## src/rtl/mar_burst_sequencer.sv

```systemverilog
// Memory address register with a burst engine: it loads a base address and then
// presents load_len+1 strided addresses over a valid/ready handshake.
// Optional macro MAR_WRAP_EN confines the increment to an aligned 2^WRAP_LOG2 window.
module mar_burst_sequencer #(
  parameter int ADDR_W    = 16,
  parameter int LEN_W     = 8,
  parameter int STRIDE    = 1,
  parameter int WRAP_LOG2 = 4
) (
  input  logic              clk,
  input  logic              reset_n,
  input  logic              load_valid,
  output logic              load_ready,
  input  logic [ADDR_W-1:0] load_addr,
  input  logic [LEN_W-1:0]  load_len,
  input  logic              abort,
  output logic [ADDR_W-1:0] addr_out,
  output logic              addr_valid,
  input  logic              addr_ready,
  output logic              busy,
  output logic              done
);

  typedef enum logic {
    ST_IDLE  = 1'b0,
    ST_BURST = 1'b1
  } state_e;

  state_e            state_q, state_d;
  logic [ADDR_W-1:0] addr_q, addr_d;
  logic [ADDR_W-1:0] addr_inc;
  logic [LEN_W-1:0]  count_q, count_d;
  logic              valid_q, valid_d;
  logic              done_q, done_d;

  logic load_hit;
  logic abort_hit;
  logic beat_xfer;
  logic last_beat;

  assign load_hit  = (state_q == ST_IDLE) && load_valid;
  assign abort_hit = (state_q == ST_BURST) && abort;
  // Abort wins over a beat offered in the same cycle: that beat is not accepted.
  assign beat_xfer = valid_q && addr_ready && !abort_hit;
  assign last_beat = beat_xfer && (count_q == '0);

`ifdef MAR_WRAP_EN
  localparam logic [WRAP_LOG2-1:0] STRIDE_LO = WRAP_LOG2'(STRIDE);

  assign addr_inc = {addr_q[ADDR_W-1:WRAP_LOG2], addr_q[WRAP_LOG2-1:0] + STRIDE_LO};
`else
  localparam logic [ADDR_W-1:0] STRIDE_A = ADDR_W'(STRIDE);

  assign addr_inc = addr_q + STRIDE_A;
`endif

  // State register
  always_ff @(posedge clk or negedge reset_n) begin
    if (!reset_n) begin
      state_q <= ST_IDLE;
    end else begin
      state_q <= state_d;
    end
  end

  // Next-state logic
  always_comb begin
    state_d = state_q;
    case (state_q)
      ST_IDLE: begin
        if (load_hit) begin
          state_d = ST_BURST;
        end
      end
      ST_BURST: begin
        if (abort_hit || last_beat) begin
          state_d = ST_IDLE;
        end
      end
      default: state_d = ST_IDLE;
    endcase
  end

  // Moore outputs of the FSM
  always_comb begin
    load_ready = 1'b0;
    busy       = 1'b0;
    case (state_q)
      ST_IDLE:  load_ready = 1'b1;
      ST_BURST: busy       = 1'b1;
      default: begin
        load_ready = 1'b0;
        busy       = 1'b0;
      end
    endcase
  end

  // Datapath: address, remaining beat count, handshake valid and done pulse
  always_comb begin
    addr_d  = addr_q;
    count_d = count_q;
    valid_d = valid_q;
    done_d  = 1'b0;
    case (state_q)
      ST_IDLE: begin
        valid_d = 1'b0;
        if (load_hit) begin
          addr_d  = load_addr;
          count_d = load_len;
          valid_d = 1'b1;
        end
      end
      ST_BURST: begin
        if (abort_hit || last_beat) begin
          valid_d = 1'b0;
          done_d  = 1'b1;
        end else if (beat_xfer) begin
          addr_d  = addr_inc;
          count_d = count_q - 1'b1;
        end
      end
      default: begin
        valid_d = 1'b0;
      end
    endcase
  end

  always_ff @(posedge clk or negedge reset_n) begin
    if (!reset_n) begin
      addr_q  <= '0;
      count_q <= '0;
      valid_q <= 1'b0;
      done_q  <= 1'b0;
    end else begin
      addr_q  <= addr_d;
      count_q <= count_d;
      valid_q <= valid_d;
      done_q  <= done_d;
    end
  end

  assign addr_out   = addr_q;
  assign addr_valid = valid_q;
  assign done       = done_q;

endmodule
```

## config.mk

```make
export PLATFORM = sky130hd
export DESIGN_NAME = mar_burst_sequencer
export DESIGN_NICKNAME = d
export VERILOG_FILES = /design/src/rtl/mar_burst_sequencer.sv
export SDC_FILE = /design/constraint.sdc
export NUM_CORES = 1
export LEC_CHECK = 0
export CORE_ASPECT_RATIO = 0.9
export CORE_UTILIZATION = 45
export CTS_BUF_LIST = sky130_fd_sc_hd__clkbuf_8
export CTS_CLUSTER_SIZE = 14
export DETAILED_ROUTE_END_ITERATION = 6
export GPL_ROUTABILITY_DRIVEN = 0
export PLACE_DENSITY = 0.79
export SLEW_MARGIN = 20
export SYNTH_ARGS = -nofsm -noshare
export SYNTH_HDL_FRONTEND = slang
export SYNTH_SLANG_ARGS = --single-unit
```

## constraint.sdc

```tcl
create_clock -name clk -period 2 [get_ports clk]
set_input_delay 0.5 -clock clk [delete_from_list [all_inputs] [get_ports clk]]
set_output_delay 0.5 -clock clk [all_outputs]
set_load 0.02 [all_outputs]
```

After elaboration in Yosys (flattened, before gate mapping)
Index checks and enable logic that the tools add are counted.
W data, S select, Z words.
{"block": "totals", "register_bits": 27, "output_inout_bits": 20, "elab_cells": 38}
{"block": "op_classes", "n_addsub": 2, "n_eq_ne": 4, "mux": 17, "n_bitwise": 1, "n_reduce_logical": 9}
{"operator": "$mux W16", "count": 3}
{"operator": "$pmux W16 S2", "count": 1}
{"operator": "$mux W8", "count": 3}
{"operator": "$add A16 B1 Y16 const B", "count": 1}
{"operator": "$pmux W8 S2", "count": 1}
{"operator": "$logic_not A8 Y1", "count": 1}
{"operator": "$sub A8 B1 Y8 const B", "count": 1}
{"operator": "$mux W1", "count": 7}
{"operator": "$logic_and A1 B1 Y1", "count": 5}
{"operator": "$ne A2 B1 Y1 const B", "count": 2}
{"operator": "$ne A2 B2 Y1 const B", "count": 2}
{"operator": "$pmux W1 S2", "count": 2}
{"operator": "$reduce_and A3 Y1", "count": 1}
{"operator": "$logic_not A1 Y1", "count": 1}
{"operator": "$logic_or A1 B1 Y1", "count": 1}
{"operator": "$not A1 Y1", "count": 1}

Logic depth before layout (Yosys ltp)
Gate-level depths: netlist of run 1.
{"block": "depth", "depth_word": 7, "ltp_mapped": 8, "mapped_depth_nobuf": 6}

Worst setup path before layout of run 1
OpenSTA, ideal clock, no wires.
{"block": "synth_path", "path_kind": "register to register", "from": "reg count_q[0]", "to": "reg count_q[6]", "setup_ns": 0.148, "t_arrival_ns": 1.819, "required_ns": 1.852, "slack_ns": 0.034, "path_stages_with_launch": 8, "path_buffers": 1, "period_less_slack_ns": 1.966, "path_cell_list": "dfrtp_1 > inv_1 > ha_1 > or3b_2 > o21a_2 > buf_6 > o311ai_2 > o41ai_1"}
{"block": "synth_between", "elab_chain_len": 5, "word_cells_on_any_way": 9, "cone_classes": "add/sub: 1; eq/ne: 1; mux: 3; reduce/logical: 4"}
{"item": "start: declaration", "line_no": "32", "source": "logic [LEN_W-1:0] count_q, count_d;"}
{"item": "start signal: assignment", "line_no": "136", "source": "count_q <= count_d;"}
{"item": "parallel branches: the longest is 5 deep, another holds $sub A8 B1 Y8"}
Parallel ways; which one is timed is not known. The select of a mux whose other input is x is not followed.
A chain may end at the register's enable or synchronous reset.

Final worst setup path of run 1
{"block": "layout_path", "from": "in addr_ready", "to": "reg addr_q[12], in the netlist addr_out[12]"}
{"block": "layout_between", "elab_chain_len": 6, "word_cells_on_any_way": 7, "cone_classes": "eq/ne: 2; reduce/logical: 5"}
{"item": "start: declaration", "line_no": "19", "source": "input logic addr_ready,"}
{"item": "$logic_and A1 B1 Y1 * (2 in series)", "line_no": "44", "source": "assign beat_xfer = valid_q && addr_ready && !abort_hit;"}
{"item": "$logic_and A1 B1 Y1", "line_no": "45", "source": "assign last_beat = beat_xfer && (count_q == '0);"}
{"item": "$logic_or A1 B1 Y1", "line_no": "114", "source": "if (abort_hit || last_beat) begin"}
{"item": "$ne A2 B2 Y1 (no line)"}
{"item": "$reduce_and A3 Y1 (no line) *"}
{"item": "end signal: assignment", "line_no": "135", "source": "addr_q <= addr_d;"}
{"item": "end: declaration", "line_no": "30", "source": "logic [ADDR_W-1:0] addr_q, addr_d;"}
Mark *: on every way between the ends. The rest lies on a longest branch, timed or not.

==> results of run 1 <==
[power by group]
group,switching (µW),leakage (µW),internal [µW]
combinational,647,0.000727,632
sequential,189,0.000314,710
clock,179,0.0000255,140
total,1020,0.00107,1480
[worst register-to-register path, cell delays in order (launching register included)]
cell and delay [ns]:
dfrtp_1 0.47, ha_1 0.23, and3_1 0.36, nand4_1 0.17, o311ai_1 0.42, nand3_2 0.15
[sequential cells by signal (all words and copies together), names as in the netlist]
register	flops
state_q	1
count_q	8
addr_out	16
done	1
addr_valid	1
[per-layer routing]
layer / vias to the layer above / share of wire / routed length (µm) / GRT usage
li1: 921 / - / - / -
met4: 0 / 0.0091 / 47 / 0.0655
met1: 911 / 0.47 / 2410 / 0.357
met2: 66 / 0.47 / 2450 / 0.409
met3: 6 / 0.051 / 262 / 0.0401
met5: - / 0 / 0 / 0
[worst max-delay path by stage]
stage | startpoint | endpoint | slack (ns) | cells after the start
after floorplan | count_q[0]$_DFFE_PN0P_ | count_q[6]$_DFFE_PN0P_ | 0.03 | 7
after global placement | abort | addr_out[12]$_DFFE_PN0P_ | -0.19 | 5
after detailed placement | abort | addr_out[12]$_DFFE_PN0P_ | -0.25 | 5
after CTS | abort | addr_out[12]$_DFFE_PN0P_ | 0.02 | 6
after global routing | abort | addr_out[12]$_DFFE_PN0P_ | -0.09 | 6
final | addr_ready | addr_out[12]$_DFFE_PN0P_ | -0.009 | 6
[cell type report]
type | instances | area (µm²) | share of cell area
Sequential cell | 27 | 676 | 0.261
Multi-Input combinational cell | 143 | 1020 | 0.392
Clock buffer | 3 | 41.3 | 0.0159
Timing Repair Buffer | 83 | 762 | 0.294
Tap cell | 46 | 57.6 | 0.0222
Clock inverter | 1 | 5.00 | 0.00193
Inverter | 9 | 33.8 | 0.0130
[metrics by stage]
| stage | total power [µW] | setup TNS [ns] | instances | hold slack (ns) | setup slack, ns |
|---|---|---|---|---|---|
| after floorplan | 1560 | 0 | 195 | 0.204 | 0.0337 |
| after global placement | 2120 | -2.65 | 305 | 0.526 | -0.189 |
| after detailed placement | 2140 | -3.26 | 305 | 0.532 | -0.246 |
| after CTS | 2480 | 0 | 311 | 0.554 | 0.0192 |
| after global routing | 2660 | -0.0902 | 312 | 0.570 | -0.0902 |
| final | 2500 | -0.00920 | 312 | 0.547 | -0.00920 |
[layout by cell type, fill, tap and decap left out, drive strengths merged, types with 2 or more instances in the layout]
| master | count |
|---|---|
| a21oi | 12 |
| a2bb2oi | 4 |
| a31oi | 6 |
| a32oi | 4 |
| a41oi | 2 |
| and2 | 3 |
| and3 | 3 |
| and4 | 4 |
| buf | 35 |
| clkbuf | 3 |
| clkdlybuf4s50 | 47 |
| dfrtp | 27 |
| ha | 3 |
| inv | 9 |
| mux2i | 3 |
| nand2 | 9 |
| nand2b | 3 |
| nand3 | 11 |
| nand4 | 3 |
| nor2 | 13 |
| nor3 | 7 |
| nor4 | 2 |
| o211ai | 6 |
| o21ai | 7 |
| o22a | 5 |
| o311a | 2 |
| o311ai | 3 |
| o32ai | 5 |
| or4 | 6 |
[kinds of logic (layout without fill, tap and decap cells)]
group           Yosys count  in the layout  share of synthesized area
flops                    27             27                      0.379
buf+inv                  25             96                     0.0674
mux                       3              3                     0.0169
fa+ha+maj                 3              3                     0.0211
simple gates             69             69                      0.218
compound gates           68             68                      0.298
[timing repair]
action,4_1_cts,5_1_grt
buffers inserted,2,1
resized for setup,4,6
endpoints found under the setup margin,18,4
pin swaps,1,0
endpoints found under the hold margin,0,0
==> metrics.md, run 1 <==
| Metric | Value |
|---|---|
| Initial Util | `0.474` |
| Inserted Diodes | `0` |
| Vias in the first global route | `1698` |
| Status | `finished with violations` |
| Root Buffer | `clkbuf_8` |
| Worst r2r src | `addr_out[0]$_DFFE_PN0P_` |
| R2R Setup Slk | `0.07 ns` |
| CTS Buf Count | `3` |
| Clk slew on worst S/H paths | `0.10 ns` |
| Post-DRT Antenna Nets | `0` |
| CP top delay family | `buffers and inverters` |
| Top cell type's share of synthesized area | `0.379` |
| Most frequent cell after synthesis | `dfrtp_1` |
| Die X | `68.3 µm` |
| Worst path slowest cell | `clkdlybuf4s50_1` |
| Final period utilization | `1.00` |
| Final setup vio count | `1` |
| Worst-skew pair later-pin latency | `0.28 ns` |
| Crit-path cells | `clkdlybuf4s50_1 -> and4b_2 -> o21ai_4 -> buf_12 -> o311ai_1 -> nand3_2` |
| Tot GR Track Use | `0.254` |
| Global route overflow | `0` |
| Commonest cells post-synth | `27 x dfrtp_1, 12 x a21oi_1, 12 x nor2_1` |
| Max-slew headroom | `0.704` |
| Seq/Total Area, Yosys | `0.379` |
| Hold path start | `addr_out[3]$_DFFE_PN0P_` |
| Pre-antenna DRT Iters | `4` |
| Clock sink count | `27` |
| First-pass GRT wire length | `7920 µm` |
| WL/cell | `16.6 µm` |
| Worst Hold Class | `reg2reg` |
| Synthesized area per cell | `9.14 µm²` |
| Fin. max-slew vios | `0` |
| WP data required | `2.13 ns` |
| Yosys warns | `0` |
| Core area | `3760 µm²` |
| Number of max-cap violations | `0` |
| DRC errors left | `0` |
| RR Endpoint | `addr_out[12]$_DFFE_PN0P_` |
| Setup Skew | `0.00563 ns` |
| Pwr dens | `964 nW/µm²` |
| # fillers | `321` |
| Ratio of cells with drive above 1 in the final layout | `0.195` |
| Ports | `49` |
| Die area | `4220 µm²` |
| Crit end category | `flop` |
| CP startpoint kind | `primary input` |
| Failing checks | `setup timing` |
| CP max FO | `8` |
| Fin crit period | `2.01 ns` |
| Final Worst Setup Slack | `-0.00920 ns` |
| Lkg Pwr | `0.00107 µW` |
| Post-DP HPWL | `3560 µm` |
| Bufs and invs on worst path | `2` |
| Pin count of the biggest net entering global routing | `29` |
| Syn_nets | `227` |
| Hold Buf Count CTS | `0` |
| Maximum vdd drop | `0.000740 V` |
| # port buffers | `48` |
| Hold Crit Endpoint | `addr_out[3]$_DFFE_PN0P_` |
| Final Core Density | `0.690` |
| Tightest Pin Transition | `0.437 ns` |
| Initial DRC count | `310` |
| Initial antenna violation count | `0` |
| Final Instance Area | `2590 µm²` |
| CTS H-tree depth | `1` |
| Longest Clk Path Bufs | `2` |
| CTS tree | `built` |
| Final net count | `299` |
| Synth unique cells | `52` |
| DP Area | `2470 µm²` |
| Ys flop type | `dfrtp_1` |
| Cell taking the most area after synthesis | `dfrtp_1` |
| Setup Crit Path Kind | `in2reg` |
| Num rows | `21` |
| Worst reg2reg path depth | `5` |
| EDFF count, synth | `0` |
| Crit path DAT | `2.14 ns` |
| Final hold vios | `0` |
| Hold path cells | `1` |
| Post-Syn Area | `1780 µm²` |
| Crit-path max cell delay | `0.47 ns` |
| Height of the die | `61.7 µm` |
| Synth Instances | `195` |
| Routed WL | `5180 µm` |
| Post-synth ARST share | `1.00` |
| Area contributors post-synth | `dfrtp_1 38%, a21oi_1 3.4%, nand3_1 3.1%` |
| Synth Register Bits | `27` |
| Vias | `1904` |
| Area delta synth->final | `45.4%` |
| F_max | `498 MHz` |
| DR vias/cell | `6.10` |
(Power assumes the default switching activity.)
==> run 2, diff against run 1 <==
- CORE_MARGIN: default -> 3
==> metrics.md, run 2 (same netlist as run 1, synthesis figures left out) <==
| Metric | Value |
|---|---|
| Status | `finished, final reports clean (was finished with violations)` |
| Routed WL | `5650 µm (was 5180 µm)` |
| Ratio of cells with drive above 1 in the final layout | `0.238 (was 0.195)` |
| Num rows | `21 (unchanged)` |
| First-pass GRT wire length | `8800 µm (was 7920 µm)` |
| Post-DP HPWL | `3660 µm (was 3560 µm)` |
| Worst r2r src | `count_q[0]$_DFFE_PN0P_ (was addr_out[0]$_DFFE_PN0P_)` |
| Sequential cell area | `677 µm² (was 676 µm²)` |
| Initial antenna violation count | `0 (unchanged)` |
| Commonest non-fill, non-tap cell in the layout | `clkdlybuf4s50_1 (unchanged)` |
| Root Buffer | `clkbuf_8 (unchanged)` |
| Clk slew on worst S/H paths | `0.10 ns (about the same)` |
| Max reg flops | `16 (unchanged)` |
| Footprint of the multi-input gates | `1080 µm² (was 1020 µm²)` |
| Pin count of the biggest net entering global routing | `29 (unchanged)` |
| Core area | `3760 µm² (unchanged)` |
| WL/cell | `17.7 µm (was 16.6 µm)` |
| Final period utilization | `0.992 (was 1.00)` |
| Hold path start | `addr_out[3]$_DFFE_PN0P_ (unchanged)` |
| Vias in the first global route | `1938 (was 1698)` |
| Final Power | `2620 µW (was 2500 µW)` |
| CTS H-tree depth | `1 (unchanged)` |
| Tightest Pin Transition | `0.495 ns (was 0.437 ns)` |
| CTS tree | `built (unchanged)` |
| Met2 routed WL | `2810 µm (was 2450 µm)` |
| Longest Clk Path Bufs | `2 (unchanged)` |
| Die area | `4750 µm² (was 4220 µm²)` |
| F_max | `504 MHz (was 498 MHz)` |
| DP Area | `2490 µm² (was 2470 µm²)` |
| Global route overflow | `0 (unchanged)` |
| Fin. max-slew vios | `0 (unchanged)` |
| Final Core Density | `0.718 (was 0.690)` |
| Area delta synth->final | `51.5% (was 45.4%)` |
| Fin crit period | `1.98 ns (was 2.01 ns)` |
| Final net count | `306 (was 299)` |
| Uppermost layer routed | `met4 (unchanged)` |
| CP max FO | `12 (was 8)` |
| Clock sink count | `27 (unchanged)` |
| Initial Util | `0.474 (unchanged)` |
| Die X | `72.3 µm (was 68.3 µm)` |
| CP Launch Point | `abort (was addr_ready)` |
| Commonest non-fill, non-tap cells in the layout | `47 x clkdlybuf4s50_1, 38 x buf_4, 26 x dfrtp_1 (was 47 x clkdlybuf4s50_1, 33 x buf_4, 27 x dfrtp_1)` |
| Hold Buf Count CTS | `0 (unchanged)` |
| Crit path DAT | `2.18 ns (was 2.14 ns)` |
| CP startpoint kind | `primary input (unchanged)` |
| Max-slew headroom | `0.668 (was 0.704)` |
| DR vias/cell | `6.32 (was 6.10)` |
| Initial DRC count | `300 (was 310)` |
| Maximum vdd drop | `0.000616 V (was 0.000740 V)` |
| WP data required | `2.19 ns (was 2.13 ns)` |
| Setup Skew | `0.00631 ns (was 0.00563 ns)` |
| Inserted Diodes | `0 (unchanged)` |
| Worst-skew pair later-pin latency | `0.29 ns (was 0.28 ns)` |
| DRT met1 WL | `2290 µm (was 2410 µm)` |
| Final setup vio count | `0 (was 1)` |
| Vias | `2016 (was 1904)` |
| Post-DRT Antenna Nets | `0 (unchanged)` |
| Ports | `49 (unchanged)` |
| Number of max-cap violations | `0 (unchanged)` |
| CTS Buf Count | `3 (unchanged)` |
| Setup Crit Path Kind | `in2reg (unchanged)` |
| Pre-antenna DRT Iters | `4 (unchanged)` |
| Wire length on met3 | `415 µm (was 262 µm)` |
| Crit end category | `flop (unchanged)` |
| # port buffers | `48 (unchanged)` |
| DRC errors left | `0 (unchanged)` |
| Lkg Pwr | `0.00109 µW (was 0.00107 µW)` |
| Final Instance Area | `2700 µm² (was 2590 µm²)` |
| Unrepaired setup endpoints after global routing | `true` |
| Worst Hold Class | `reg2reg (unchanged)` |
| R2R Setup Slk | `0.02 ns (was 0.07 ns)` |
| Final hold vios | `0 (unchanged)` |
| Tot GR Track Use | `0.232 (was 0.254)` |
| Height of the die | `65.7 µm (was 61.7 µm)` |
| Pwr dens | `970 nW/µm² (was 964 nW/µm²)` |
| # fillers | `295 (was 321)` |
| Setup total negative slack | `0 ns (was -0.00920 ns)` |
[run 2: final timing paths]
check                                           end  cells after the start
hold / removal              addr_out[3]$_DFFE_PN0P_                      1
setup / recovery           addr_out[10]$_DFFE_PN0P_                      6
setup reg to reg             count_q[6]$_DFFE_PN0P_                      7
hold reg to reg             addr_out[3]$_DFFE_PN0P_                      1
max in group asynchronous         state_q$_DFF_PN0_                      2
min in group asynchronous    count_q[2]$_DFFE_PN0P_                      2
[run 2: routing by layer]
layer | vias up | global-route usage
met1 | 961 | 0.300
li1 | 932 | -
met2 | 104 | 0.390
met3 | 19 | 0.0474
met4 | 0 | 0.0657
met5 | - | 0
[run 2: stage by stage]
stage / hold slack [ns] / instances / setup slack [ns]
after floorplan: 0.204 / 195 / 0.0337
after global placement: 0.525 / 307 / -0.201
after detailed placement: 0.540 / 307 / -0.255
after CTS: 0.565 / 312 / 0.00754
after global routing: 0.595 / 319 / -0.0406
final: 0.562 / 319 / 0.0160
[run 2: what timing repair did]
item,in CTS,in global routing
cloned,0,1
setup buffers,1,6
endpoints found under the hold margin,0,0
gates resized for setup,6,16
pin swaps,1,3
setup endpoints to repair,19,12
[run 2: layout make-up]
class,instances,area share
Clock inverter,1,0.00278
Clock buffer,3,0.0153
Multi-Input combinational cell,144,0.400
Inverter,9,0.0125
Sequential cell,27,0.251
Timing Repair Buffer,89,0.297
Tap cell,46,0.0213
[run 2: power by group]
part	leakage (µW)	total (µW)	internal, µW	switching [µW]
registers	0.000313	914	711	203
clock network	0.0000217	334	142	192
logic	0.000759	1370	679	692
[run 2: worst max-delay path, stage by stage]
cell and delay, ns:
clkdlybuf4s50_1 0.41, and4b_4 0.40, o21ai_4 0.08, buf_4 0.18
o311a_1 0.37, nor3_1 0.23
==> RTL edit 1, RTL diff (flow settings as in run 2) <==
The option `MAR_WRAP_EN` is turned on by a define.
--- a/src/rtl/mar_burst_sequencer.sv
+++ b/src/rtl/mar_burst_sequencer.sv
@@ -3,2 +3,4 @@
 // Optional macro MAR_WRAP_EN confines the increment to an aligned 2^WRAP_LOG2 window.
+`define MAR_WRAP_EN
+
 module mar_burst_sequencer #(
Check against the original RTL: not equivalent (Yosys sat finds a counterexample within 4 cycles, from zero or initial values and one cycle with reset_n low).
==> RTL edit 1 against run 2 <==
- via count fell by 35%
- critical path type unchanged
- sequential cell count is the same
- cell area fell by 24%
- area after synthesis is 23% lower
- non-clock buffer count down 24
- power fell by 31%
- routed wire length shrank 35%
- hold slack got worse by 0.080 ns
- worst setup slack improved by 0.041 ns
- largest cell class is now flip-flops and latches
==> RTL edit 1: results (changes against run 2) <==
The global routing met2 resource utilization came out at 37.65% (was 38.98%). Xor/xnor share of the synthesized area: 1.907% (was 0%). For the count of unique library cells instantiated by Yosys, the log shows 40 (was 52).

For the aggregate global-route resource usage, the log shows 21.49% (was 23.21%). The largest clock skew in the final design is 0.002327 ns (was 0.006313 ns), and the number of instances in the placed design is 239 (was 307). The wire length of the first global-routing pass is 6.375 mm (was 8.797 mm), and the share of post-route cells with drive strength above 1 is 14.56% (was 23.81%). The tools report the total length of routed met3 wires as 290 µm (was 415 µm). The maximum number of pins on one net before global-route repair was 28 (was 29); the sequential fraction of total cell area was 32.95% (was 25.08%).

The run finished with clean final reports. The proportion of synthesized area in mux cells is 0% (was 1.685%), and the compound-cell area share of the yosys netlist is 16.08% (was 29.78%). The static leakage was 0.9165 nW (was 1.093 nW). Top cells by count, synth: sky130_fd_sc_hd__nand2_1, sky130_fd_sc_hd__dfrtp_1, sky130_fd_sc_hd__a211oi_1, sky130_fd_sc_hd__nor2_1, sky130_fd_sc_hd__nor3_1 (was sky130_fd_sc_hd__dfrtp_1, sky130_fd_sc_hd__a21oi_1, sky130_fd_sc_hd__nor2_1, sky130_fd_sc_hd__nand3_1, sky130_fd_sc_hd__clkbuf_1). The number of instances on the worst hold path is 2 (was 1), and the number of non-clock buffers is 65 (was 89). The wire length on met2 was 1.835 mm (was 2.805 mm); the worst slew slack as a fraction of its limit was 69.06% (was 66.76%).

The via count of the first global-routing pass is 1372 (was 1938), and the number of sequential cells in the layout is 27 (unchanged). The wire length per cell after detailed routing is 15.01 µm (was 17.71 µm), and the combinational group share of total power is 39.1% (was 52.3%). The placed wire-length estimate after detailed placement was 2.765 mm (was 3.660 mm); the global-route track usage on met3 was 5.725% (was 4.740%). The run gives 0.12 ns (was 0.02 ns) as the register-to-register path setup slack. The logs give 49.05% (was 37.92%) for the portion of the post-synthesis area used by sequential elements and 177 (was 227) for the net count after synthesis. The later-pin clock latency in the skew report is 0.27 ns (was 0.29 ns), and the number of standard cells in the final layout excluding fillers is 246 (was 319). The buffering overhead came out at 30.21% (was 29.72%).

The net total in the final layout was 239 (was 306); the clock-cell share of area was 2.192% (was 1.808%). The tools report the end of the worst hold path as addr_out[7] (was addr_out[3]).
==> RTL edit 1: cell types whose count changed in the layout (fill, tap and decap cells not counted), moves of 4 or more <==
cell | before | now
sky130_fd_sc_hd__a31oi_1 | 6 | 1
sky130_fd_sc_hd__nand3_1 | 11 | 1
sky130_fd_sc_hd__and4_1 | 4 | 0
sky130_fd_sc_hd__nand2_1 | 8 | 38
sky130_fd_sc_hd__a2bb2oi_1 | 4 | 0
sky130_fd_sc_hd__a211oi_1 | 1 | 11
sky130_fd_sc_hd__o22a_1 | 5 | 0
sky130_fd_sc_hd__or4_1 | 5 | 0
sky130_fd_sc_hd__a21oi_1 | 12 | 1
sky130_fd_sc_hd__o211ai_1 | 6 | 0
sky130_fd_sc_hd__a32oi_1 | 4 | 0
sky130_fd_sc_hd__buf_4 | 38 | 16
==> RTL edit 2, RTL diff (flow settings as in run 2) <==
Without the edit above. Take the reset off `addr_q` and load it in a clocked block of its own.
--- a/src/rtl/mar_burst_sequencer.sv
+++ b/src/rtl/mar_burst_sequencer.sv
@@ -129,3 +129,2 @@
     if (!reset_n) begin
-      addr_q  <= '0;
       count_q <= '0;
@@ -134,3 +133,2 @@
     end else begin
-      addr_q  <= addr_d;
       count_q <= count_d;
@@ -139,2 +137,6 @@
     end
+  end
+
+  always_ff @(posedge clk) begin
+    addr_q <= addr_d;
   end
Formal check against the unedited RTL: not equivalent (Yosys sat finds a counterexample within 4 cycles, from zero or initial values and one cycle with reset_n low).
==> RTL edit 2 against run 2 <==
- power is 28% lower
- register-to-register slack gained 0.22 ns
- cell area down 18%
- area after synthesis is 9.3% lower
- routed wire length decreased by 30%
- maximum frequency is 4.2% higher
- worst setup slack improved by 0.080 ns
- hold slack better by 0.00052 ns
- cell count shrank 19%
- sequential cell count unchanged
==> RTL edit 2: results (changes against run 2) <==
The tools report the net count after synthesis as 192 (was 227). The capture instance of the worst register-to-register path was count_q[7] (was count_q[6]). Largest cells by area after synthesis: sky130_fd_sc_hd__edfxtp_1, sky130_fd_sc_hd__dfrtp_1, sky130_fd_sc_hd__a21oi_1, sky130_fd_sc_hd__xor2_1, sky130_fd_sc_hd__nor2_1 (was sky130_fd_sc_hd__dfrtp_1, sky130_fd_sc_hd__a21oi_1, sky130_fd_sc_hd__nand3_1, sky130_fd_sc_hd__nor2_1, sky130_fd_sc_hd__o211ai_1). The worst slew slack as a fraction of its limit was 63.56% (was 66.76%); the share of post-route cells with drive strength above 1 was 9.859% (was 23.81%). The tools report the global routing met2 resource utilization as 33.57% (was 38.98%). The flow ran to the end, and the final reports show no timing, DRC or antenna violations.

The mean number of vias per cell was 5.506 (was 6.320). The number of flops mapped to enable cells by yosys came out at 16 (was 0). The wire length of the first global-routing pass is 6.499 mm (was 8.797 mm), and the share of flip-flops with an asynchronous set or reset is 40.74% (was 100.0%). The aggregate global-route resource usage came out at 18.15% (was 23.21%). The worst path arrival time is 1.40 ns (was 2.18 ns). The logs give 0.003996 ns (was 0.006313 ns) for the largest clock skew in the final design and 1 (was 6) for the count of cells resized by post-cts repair.

The run gives 104 (was 300) as the number of design-rule violations left by the first detailed-router iteration. The delay contributed by the slowest stage of the critical path came out at 0.67 ns (was 0.41 ns). The maximum number of pins on one net before global-route repair is 30 (was 29), and the via count of the first global-routing pass is 1415 (was 1938).

The logs give 2.990 mm (was 3.660 mm) for the placed wire-length estimate after detailed placement and 0 (was 1) for the number of setup buffers added after CTS. The tools report the total wire length as 3.966 mm (was 5.648 mm). The logs give 687.2 µW (was 1.087 mW) for the switching component of the power and 0.24 ns (was 0.02 ns) for the register-to-register path setup slack.

Net total in the final layout: 246 (was 306). The class of the tightest hold or removal check was in -> async (was reg -> reg). The kind of cell with the highest combined delay on the critical path is buffers and inverters (was simple AND/OR/NAND/NOR gates). The run gives 2.412% (was 4.740%) as the global-route track usage on met3.

The primary flip-flop cell chosen by synthesis mapping was sky130_fd_sc_hd__edfxtp_1 (was sky130_fd_sc_hd__dfrtp_1). Top cells by count, synth: sky130_fd_sc_hd__nor2_1, sky130_fd_sc_hd__a21oi_1, sky130_fd_sc_hd__edfxtp_1, sky130_fd_sc_hd__dfrtp_1, sky130_fd_sc_hd__xor2_1 (was sky130_fd_sc_hd__dfrtp_1, sky130_fd_sc_hd__a21oi_1, sky130_fd_sc_hd__nor2_1, sky130_fd_sc_hd__nand3_1, sky130_fd_sc_hd__clkbuf_1). The tools report the portion of the post-synthesis area used by sequential elements as 46.75% (was 37.92%).
-- RTL edit 2: changes by cell type after synthesis, sizes merged, moves of 4 or more --
cell and delta:
a21oi +8, a2bb2oi -4, clkbuf -8, dfrtp -16, edfxtp +16, inv -6, nor2 +10, nor3 -4
o211ai -6, o22a -5, o32ai -4, or4 -6, xor2 +11
-- RTL edit 2: kinds of logic (layout without fill, tap and decap cells) --
| group | count (synthesis) | count (layout) | share of synthesized area, % |
|---|---|---|---|
| AOI/OAI and AO/OA | 42 | 42 | 16.41 |
| xor gates and xnor gates | 12 | 12 | 6.501 |
| adders and majority gates | 3 | 3 | 2.322 |
| and+or+nand+nor | 64 | 64 | 23.07 |
| DFF | 27 | 27 | 46.75 |
| muxes | 3 | 3 | 1.935 |
| buffers and inverters | 9 | 62 | 3.018 |
-- RTL edit 2: per-layer routing --
layer,routed length [µm],up-vias
met3,154,3
li1,-,705
met1,1686,670
met4,22,0
met5,0,-
met2,2103,37
-- RTL edit 2: worst max-delay path by stage --
stage                     slack (ns)     endpoint  cells past startpoint
after CTS                        0.1  addr_out[2]                      1
after detailed placement        0.02   count_q[2]                      6
after global routing            0.06  addr_out[2]                      1
after floorplan                 0.17  addr_out[0]                      4
final                            0.1  addr_out[2]                      1
after global placement          0.07  addr_out[5]                      4
-- RTL edit 2: final cells by class --
cell class                      instances  share of cell area [%]
Clock buffer                            3                   1.859
Clock inverter                          1                  0.2254
Inverter                                4                  0.6761
Multi-Input combinational cell        124                   36.56
Sequential cell                        27                   34.03
Tap cell                               44                   2.479
Timing Repair Buffer                   54                   24.17
-- RTL edit 2: metrics by stage --
stage,area [µm²],instances,hold WS [ns]
final,2221,257,0.5629
after floorplan,1617,160,0.2044
after CTS,2221,257,0.5763
after detailed placement,2176,253,0.5922
after global placement,2176,253,0.5683
after global routing,2221,257,0.6104
-- RTL edit 2: power groups by stage --
stage / sequential (mW) / combinational, mW / clock (mW)
floorplan: 0.913 / 0.378 / 0
global placement: 0.868 / 0.675 / 0
detailed placement: 0.878 / 0.702 / 0
CTS: 0.867 / 0.704 / 0.326
global route: 0.887 / 0.767 / 0.344
finish: 0.867 / 0.700 / 0.323
-- RTL edit 2: worst reg2reg max path, delay by kind of cell, from the launching register on --
kind	cells	cell delay, ns
AOI/OAI and AO/OA	3	0.50
and+or+nand+nor	1	0.26
buffers and inverters	2	0.31
adders and majority gates	1	0.22
DFF	1	0.42
